==> src/rtl/random_lfsr.sv <==
// random_lfsr: maximal-length Fibonacci LFSR that delivers one draw per req after STEPS shifts.
// Define RAND_PERIOD_CNT_EN to add sequence-period wrap detection on the wrap output.
module random_lfsr #(
    parameter int unsigned WIDTH      = 8,
    parameter int unsigned STEPS      = 8,
    parameter logic [31:0] RESET_SEED = 32'd1
) (
    input  logic             rand_clk,
    input  logic             Reset,
    input  logic             LD_seed,
    input  logic [WIDTH-1:0] seed,
    input  logic             req,
    output logic [WIDTH-1:0] value,
    output logic             valid,
    output logic             busy,
    output logic             wrap
);

    typedef enum logic {IDLE = 1'b0, STEP = 1'b1} state_t;

    // XAPP052 tap sets; tap position t lands on bit t-1
    function automatic logic [31:0] tap_mask(input int unsigned w);
        logic [31:0] m;
        case (w)
            32'd3:   m = 32'h0000_0006;
            32'd4:   m = 32'h0000_000C;
            32'd5:   m = 32'h0000_0014;
            32'd6:   m = 32'h0000_0030;
            32'd7:   m = 32'h0000_0060;
            32'd8:   m = 32'h0000_00B8;
            32'd9:   m = 32'h0000_0110;
            32'd10:  m = 32'h0000_0240;
            32'd11:  m = 32'h0000_0500;
            32'd12:  m = 32'h0000_0829;
            32'd13:  m = 32'h0000_100D;
            32'd14:  m = 32'h0000_2015;
            32'd15:  m = 32'h0000_6000;
            32'd16:  m = 32'h0000_D008;
            32'd17:  m = 32'h0001_2000;
            32'd18:  m = 32'h0002_0400;
            32'd19:  m = 32'h0004_0023;
            32'd20:  m = 32'h0009_0000;
            32'd21:  m = 32'h0014_0000;
            32'd22:  m = 32'h0030_0000;
            32'd23:  m = 32'h0042_0000;
            32'd24:  m = 32'h00E1_0000;
            32'd25:  m = 32'h0120_0000;
            32'd26:  m = 32'h0200_0023;
            32'd27:  m = 32'h0400_0013;
            32'd28:  m = 32'h0900_0000;
            32'd29:  m = 32'h1400_0000;
            32'd30:  m = 32'h2000_0029;
            32'd31:  m = 32'h4800_0000;
            32'd32:  m = 32'h8020_0003;
            default: m = 32'h0000_0000;
        endcase
        return m;
    endfunction

    localparam logic [31:0]      TAP_FULL    = tap_mask(WIDTH);
    localparam logic [WIDTH-1:0] TAPS        = TAP_FULL[WIDTH-1:0];
    localparam logic [WIDTH-1:0] ONE         = {{(WIDTH-1){1'b0}}, 1'b1};
    localparam logic [WIDTH-1:0] RESET_STATE = (RESET_SEED[WIDTH-1:0] == {WIDTH{1'b0}}) ?
                                               ONE : RESET_SEED[WIDTH-1:0];
    localparam logic [5:0]       STEP_LAST   = 6'(STEPS - 32'd1);

    function automatic logic parity(input logic [WIDTH-1:0] d);
        return ^d;
    endfunction

    // The all-zero state is a lock-up point, so it is never loaded
    function automatic logic [WIDTH-1:0] seed_guard(input logic [WIDTH-1:0] s);
        logic [WIDTH-1:0] g;
        if (s == {WIDTH{1'b0}}) begin
            g = ONE;
        end else begin
            g = s;
        end
        return g;
    endfunction

    if (WIDTH < 32'd3 || WIDTH > 32'd32) begin : g_bad_width
        $error("random_lfsr: WIDTH %0d outside legal range 3..32", WIDTH);
    end
    if (STEPS < 32'd1 || STEPS > 32'd64) begin : g_bad_steps
        $error("random_lfsr: STEPS %0d outside legal range 1..64", STEPS);
    end

    state_t           state_r;
    state_t           state_nx_s;
    logic [WIDTH-1:0] lfsr_r;
    logic [WIDTH-1:0] lfsr_nx_s;
    logic [WIDTH-1:0] shifted_s;
    logic [5:0]       cnt_r;
    logic [5:0]       cnt_nx_s;
    logic [WIDTH-1:0] value_r;
    logic [WIDTH-1:0] value_nx_s;
    logic             valid_r;
    logic             valid_nx_s;
    logic             busy_r;
    logic             shift_s;

    assign shifted_s = {lfsr_r[WIDTH-2:0], parity(lfsr_r & TAPS)};

    // Next-state, shift and draw-completion decode; a seed load overrides everything
    always_comb begin
        state_nx_s = state_r;
        lfsr_nx_s  = lfsr_r;
        cnt_nx_s   = cnt_r;
        value_nx_s = value_r;
        valid_nx_s = 1'b0;
        shift_s    = 1'b0;
        if (LD_seed) begin
            state_nx_s = IDLE;
            lfsr_nx_s  = seed_guard(seed);
            cnt_nx_s   = 6'd0;
        end else begin
            case (state_r)
                IDLE: begin
                    if (req) begin
                        state_nx_s = STEP;
                        cnt_nx_s   = STEP_LAST;
                    end else begin
                        state_nx_s = IDLE;
                    end
                end
                STEP: begin
                    shift_s   = 1'b1;
                    lfsr_nx_s = shifted_s;
                    if (cnt_r == 6'd0) begin
                        state_nx_s = IDLE;
                        value_nx_s = shifted_s;
                        valid_nx_s = 1'b1;
                    end else begin
                        cnt_nx_s = cnt_r - 6'd1;
                    end
                end
                default: begin
                    state_nx_s = IDLE;
                end
            endcase
        end
    end

    // FSM state register
    always_ff @(posedge rand_clk or posedge Reset) begin
        if (Reset) begin
            state_r <= IDLE;
        end else begin
            state_r <= state_nx_s;
        end
    end

    // LFSR, shift counter and registered outputs
    always_ff @(posedge rand_clk or posedge Reset) begin
        if (Reset) begin
            lfsr_r  <= RESET_STATE;
            cnt_r   <= 6'd0;
            value_r <= {WIDTH{1'b0}};
            valid_r <= 1'b0;
            busy_r  <= 1'b0;
        end else begin
            lfsr_r  <= lfsr_nx_s;
            cnt_r   <= cnt_nx_s;
            value_r <= value_nx_s;
            valid_r <= valid_nx_s;
            busy_r  <= (state_nx_s == STEP);
        end
    end

    assign value = value_r;
    assign valid = valid_r;
    assign busy  = busy_r;

`ifdef RAND_PERIOD_CNT_EN
    logic [WIDTH-1:0] seed_rec_r;
    logic [WIDTH-1:0] period_cnt_r;
    logic             wrap_r;

    // Period tracking: a full period has elapsed when a shift lands back on the recorded seed
    always_ff @(posedge rand_clk or posedge Reset) begin
        if (Reset) begin
            seed_rec_r   <= RESET_STATE;
            period_cnt_r <= {WIDTH{1'b0}};
            wrap_r       <= 1'b0;
        end else if (LD_seed) begin
            seed_rec_r   <= seed_guard(seed);
            period_cnt_r <= {WIDTH{1'b0}};
            wrap_r       <= 1'b0;
        end else begin
            wrap_r <= shift_s && (shifted_s == seed_rec_r);
            if (wrap_r) begin
                period_cnt_r <= shift_s ? ONE : {WIDTH{1'b0}};
            end else if (shift_s) begin
                period_cnt_r <= period_cnt_r + ONE;
            end else begin
                period_cnt_r <= period_cnt_r;
            end
        end
    end

    assign wrap = wrap_r;
`else
    assign wrap = 1'b0;
`endif

endmodule
==> config.mk <==
export PLATFORM = sky130hd
export DESIGN_NAME = random_lfsr
export DESIGN_NICKNAME = d
export VERILOG_FILES = /design/src/rtl/random_lfsr.sv
export SDC_FILE = /design/constraint.sdc
export NUM_CORES = 1
export LEC_CHECK = 0
export BUFFER_PORTS_ARGS = -buffer_cell sky130_fd_sc_hd__buf_2
export CAP_MARGIN = 25
export CORE_ASPECT_RATIO = 0.6
export CORE_UTILIZATION = 53
export CTS_BUF_LIST = sky130_fd_sc_hd__clkbuf_16
export CTS_CLUSTER_DIAMETER = 30
export DETAILED_ROUTE_END_ITERATION = 7
export PLACE_DENSITY = 0.77
export SLEW_MARGIN = 15
export SYNTH_ARGS = -nofsm -noshare
export SYNTH_HDL_FRONTEND = slang
export SYNTH_SLANG_ARGS = --single-unit
export TNS_END_PERCENT = 50
==> constraint.sdc <==
create_clock -name rand_clk -period 2.3 [get_ports rand_clk]
set_input_delay 0.115 -clock rand_clk [delete_from_list [all_inputs] [get_ports rand_clk]]
set_output_delay 0.115 -clock rand_clk [all_outputs]
set_load 0.01 [all_outputs]
==> reports/metrics.yaml <==
clocking:
  clkLatencyLatePin_ns: 0.25
  root_buffer: "clkbuf_16"
  htree_num_levels: 1
  number_of_buffers_created_by_cts: 3
  post_cts_buffers: 0
  hold_buffers: 0
  postCtsResizedCells: 0
  clock_slew_at_the_register_clock_pins_of_the_worst_setup_and_hold_paths_ns: 0.06
  cts_tree: "yes"
  ctsLongestPathBuffers: 2
  clock_sinks: 24
power_and_ir_drop:
  cellPowerDensity_nw_per_um2: 946
  power_mw: 1.30
  leakagePower_nw: 0.643
  max-vdd-ir-drop_mv: 0.481
floorplanning:
  boundaryPins: 23
  die_area_sq_um: 2400
  floorplan.initialDensity_pct: 59.8
  dieHeight_microns: 38.4
  floorplan.die.width_microns: 62.6
  floorplan.core_area_sq_um: 1950
  placementRows: 12
synthesis:
  dominant_combinational_cell_family_by_area_after_synthesis: "multiplexers"
  netlist_top_cells_area: "dfrtp_1 (49%), mux2i_1 (6.9%), mux2_2 (6.8%)"
  cell_area_after_technology_mapping_sq_um: 1170
  yosysTopAreaCell: "dfrtp_1"
  synth-warning-count: 0
  yosys.area_share.simple_pct: 13.0
  postSynthCellCount: 104
  net_count_of_the_mapped_netlist: 118
  synth_edf_count: 0
  synth_sequential_area_ratio_pct: 51.6
  yosys_most_used_dff: "dfrtp_1"
  synthXorXnorAreaFrac_pct: 2.25
  syn-mean-instance-area_sq_um: 11.2
  commonest_cells_in_the_netlist: "dfrtp_1 (23), nand2_1 (9), mux2i_1 (8), o21ai_0 (8), mux2_2 (7)"
  postSynth.asyncResetShare_pct: 100
  mux_contribution_to_synthesized_area_pct: 13.6
  postSynthRegisterBits: 24
  yosys.area_share.adder_pct: 2.14
  netlist_cell_types: 34
  synthesized_area_fraction_occupied_by_ao_oa_aoi_and_oai_cells_pct: 12.5
  synth_top_area_share_pct: 49.3
  post-synth-top-count-cell: "dfrtp_1"
detailed_routing:
  finalWirelength_microns: 2300
  post_detailed_route_drc_marker_count: 0
  routed_wire_length_per_instance_microns: 15.0
  detail-route-antenna-nets: 0
  route.vias.total: 869
  post_drt_via_cell_ratio: 5.68
  drt_first_pass_iters: 4
  detail_route.iter0.violations: 28
place:
  placed_area_sq_um: 1290
  place_ws_ns: 0.190
  dp_cells: 149
  placement.io_buffers: 21
  detailedPlacementHpwl_microns: 1620
  gp_congestion: 0.856
setup_path:
  regToRegStartpoint: "cnt_r[0]"
  timing.rr.end: "value[6]"
  worst_ep_arrival_time_ns: 2.24
  critical_path.startpoint_type: "register"
  crit_fanout: 9
  reg2reg_depth: 5
  required_ns: 2.44
  setup_slack_on_the_worst_flop_to_flop_path_ns: 0.20
  worstSetupPathType: "reg -> reg"
  timing.critical_path.to_type: "register"
global_route:
  grt_first_pass_wirelength_microns: 3890
  use_met3_pct: 7.44
  grt_start_max_net_pins: 25
  grt_usage_pct: 22.2
  fraction_of_met2_tracks_used_by_global_routing_pct: 37.0
  antenna_violations_before_repair: 0
  groute.layer.met1.usage_pct: 29.6
  first_global_vias: 854
  grt_most_used_layer: "met2"
  gr-total-overflow: 0
sta:
  final-hold-violation-count: 0
  fmax_mhz: 475
  fin_crit_ns: 2.10
  fin_skew_ns: 0.00200
  layout_worst_path_cycle_share_pct: 91.5
  setup-tns-final_ns: 0
  grt_setup_unrepaired: "false"
  post_route_hold_slack_ns: 0.0408
  setup_viol: 0
  setup_slack_ns: 0.196
  timing.slew.headroom_pct: 42.0
  final-max-slew-violation-count: 0
  worst_slew_pin_slew_ns: 0.870
outcome:
  outcome: "complete, no violations"
cells_and_area:
  antenna_cells: 0
  fillers: 151
  final_net_count: 140
  layout.cells.non_filler: 153
  finish.instance_area_sq_um: 1370
  syn2layout_area_growth_pct: 17.4
  utilization_pct: 70.2
  layout-drive-gt1-share_pct: 28.0
min_path:
  worst_hold_path_type: "in -> async"
flow_run:
  max_cap_viol_count: 0
-- placed cells by master (no fill, tap or decap), drive strengths merged, types with 2 or more instances in the layout --
master and count:
a211oi 2, or4 2, o21ai 8, clkbuf 3, nor3 3, nand2b 2
buf 23, xnor2 3, inv 7, mux2 7, nor2 3, mux2i 8
dfrtp 23, nand2 9, a311oi 2, a21oi 3, ha 2
-- cell type report --
type                    count  area [sq um]  share of cell area [%]
clock buffers               3          75.1                    5.48
clock inverters             1          3.75                   0.274
inverters                   6          22.5                    1.64
multi-input cells          68           512                    37.4
flip-flops and latches     24           602                    43.9
well taps                  28          35.0                    2.56
repair buffers             23           120                    8.77
-- logic make-up (layout without fill, tap and decap cells) --
kind of cell	Yosys count	after routing
muxes	15	15
DFF	24	24
AOI/OAI and AO/OA	22	22
xor gates and xnor gates	3	3
adders and majority gates	2	2
buffers and inverters	12	33
and+or+nand+nor	25	25
other	1	1
-- metal layers --
layer	wire length (microns)	share of wire, %
met2	1060	46
met5	0	0
met1	1130	49
met4	6	0.26
met3	100	4.4
-- state kept, by name, summed over array words and instances, names as in the netlist --
signal,count
value,8
valid,1
busy,1
lfsr_r,8
cnt_r,6
-- worst max-delay path, stage by stage (launching register included) --
cell     delay [ns]
dfrtp_1        0.41
inv_1          0.11
ha_1           0.16
or4b_1         0.51
nor3_4         0.40
mux2_2         0.39
-- worst max path at each step --
stage          startpoint       end  slack (ns)  cells after the start
6_report         cnt_r[0]  value[6]        0.20                      5
5_1_grt          cnt_r[0]  value[2]        0.12                      5
4_1_cts          cnt_r[0]  value[2]        0.19                      5
3_5_place_dp     cnt_r[0]  value[6]        0.19                      5
3_3_place_gp     cnt_r[0]  value[4]        0.27                      5
2_1_floorplan    cnt_r[0]  value[1]        0.31                      6
-- power by group --
part	internal, mW	leakage, nW	switching (mW)
logic	0.168	0.303	0.175
clock network	0.232	0.0423	0.132
registers	0.523	0.298	0.0665
Power figures use the tool's default switching activity.
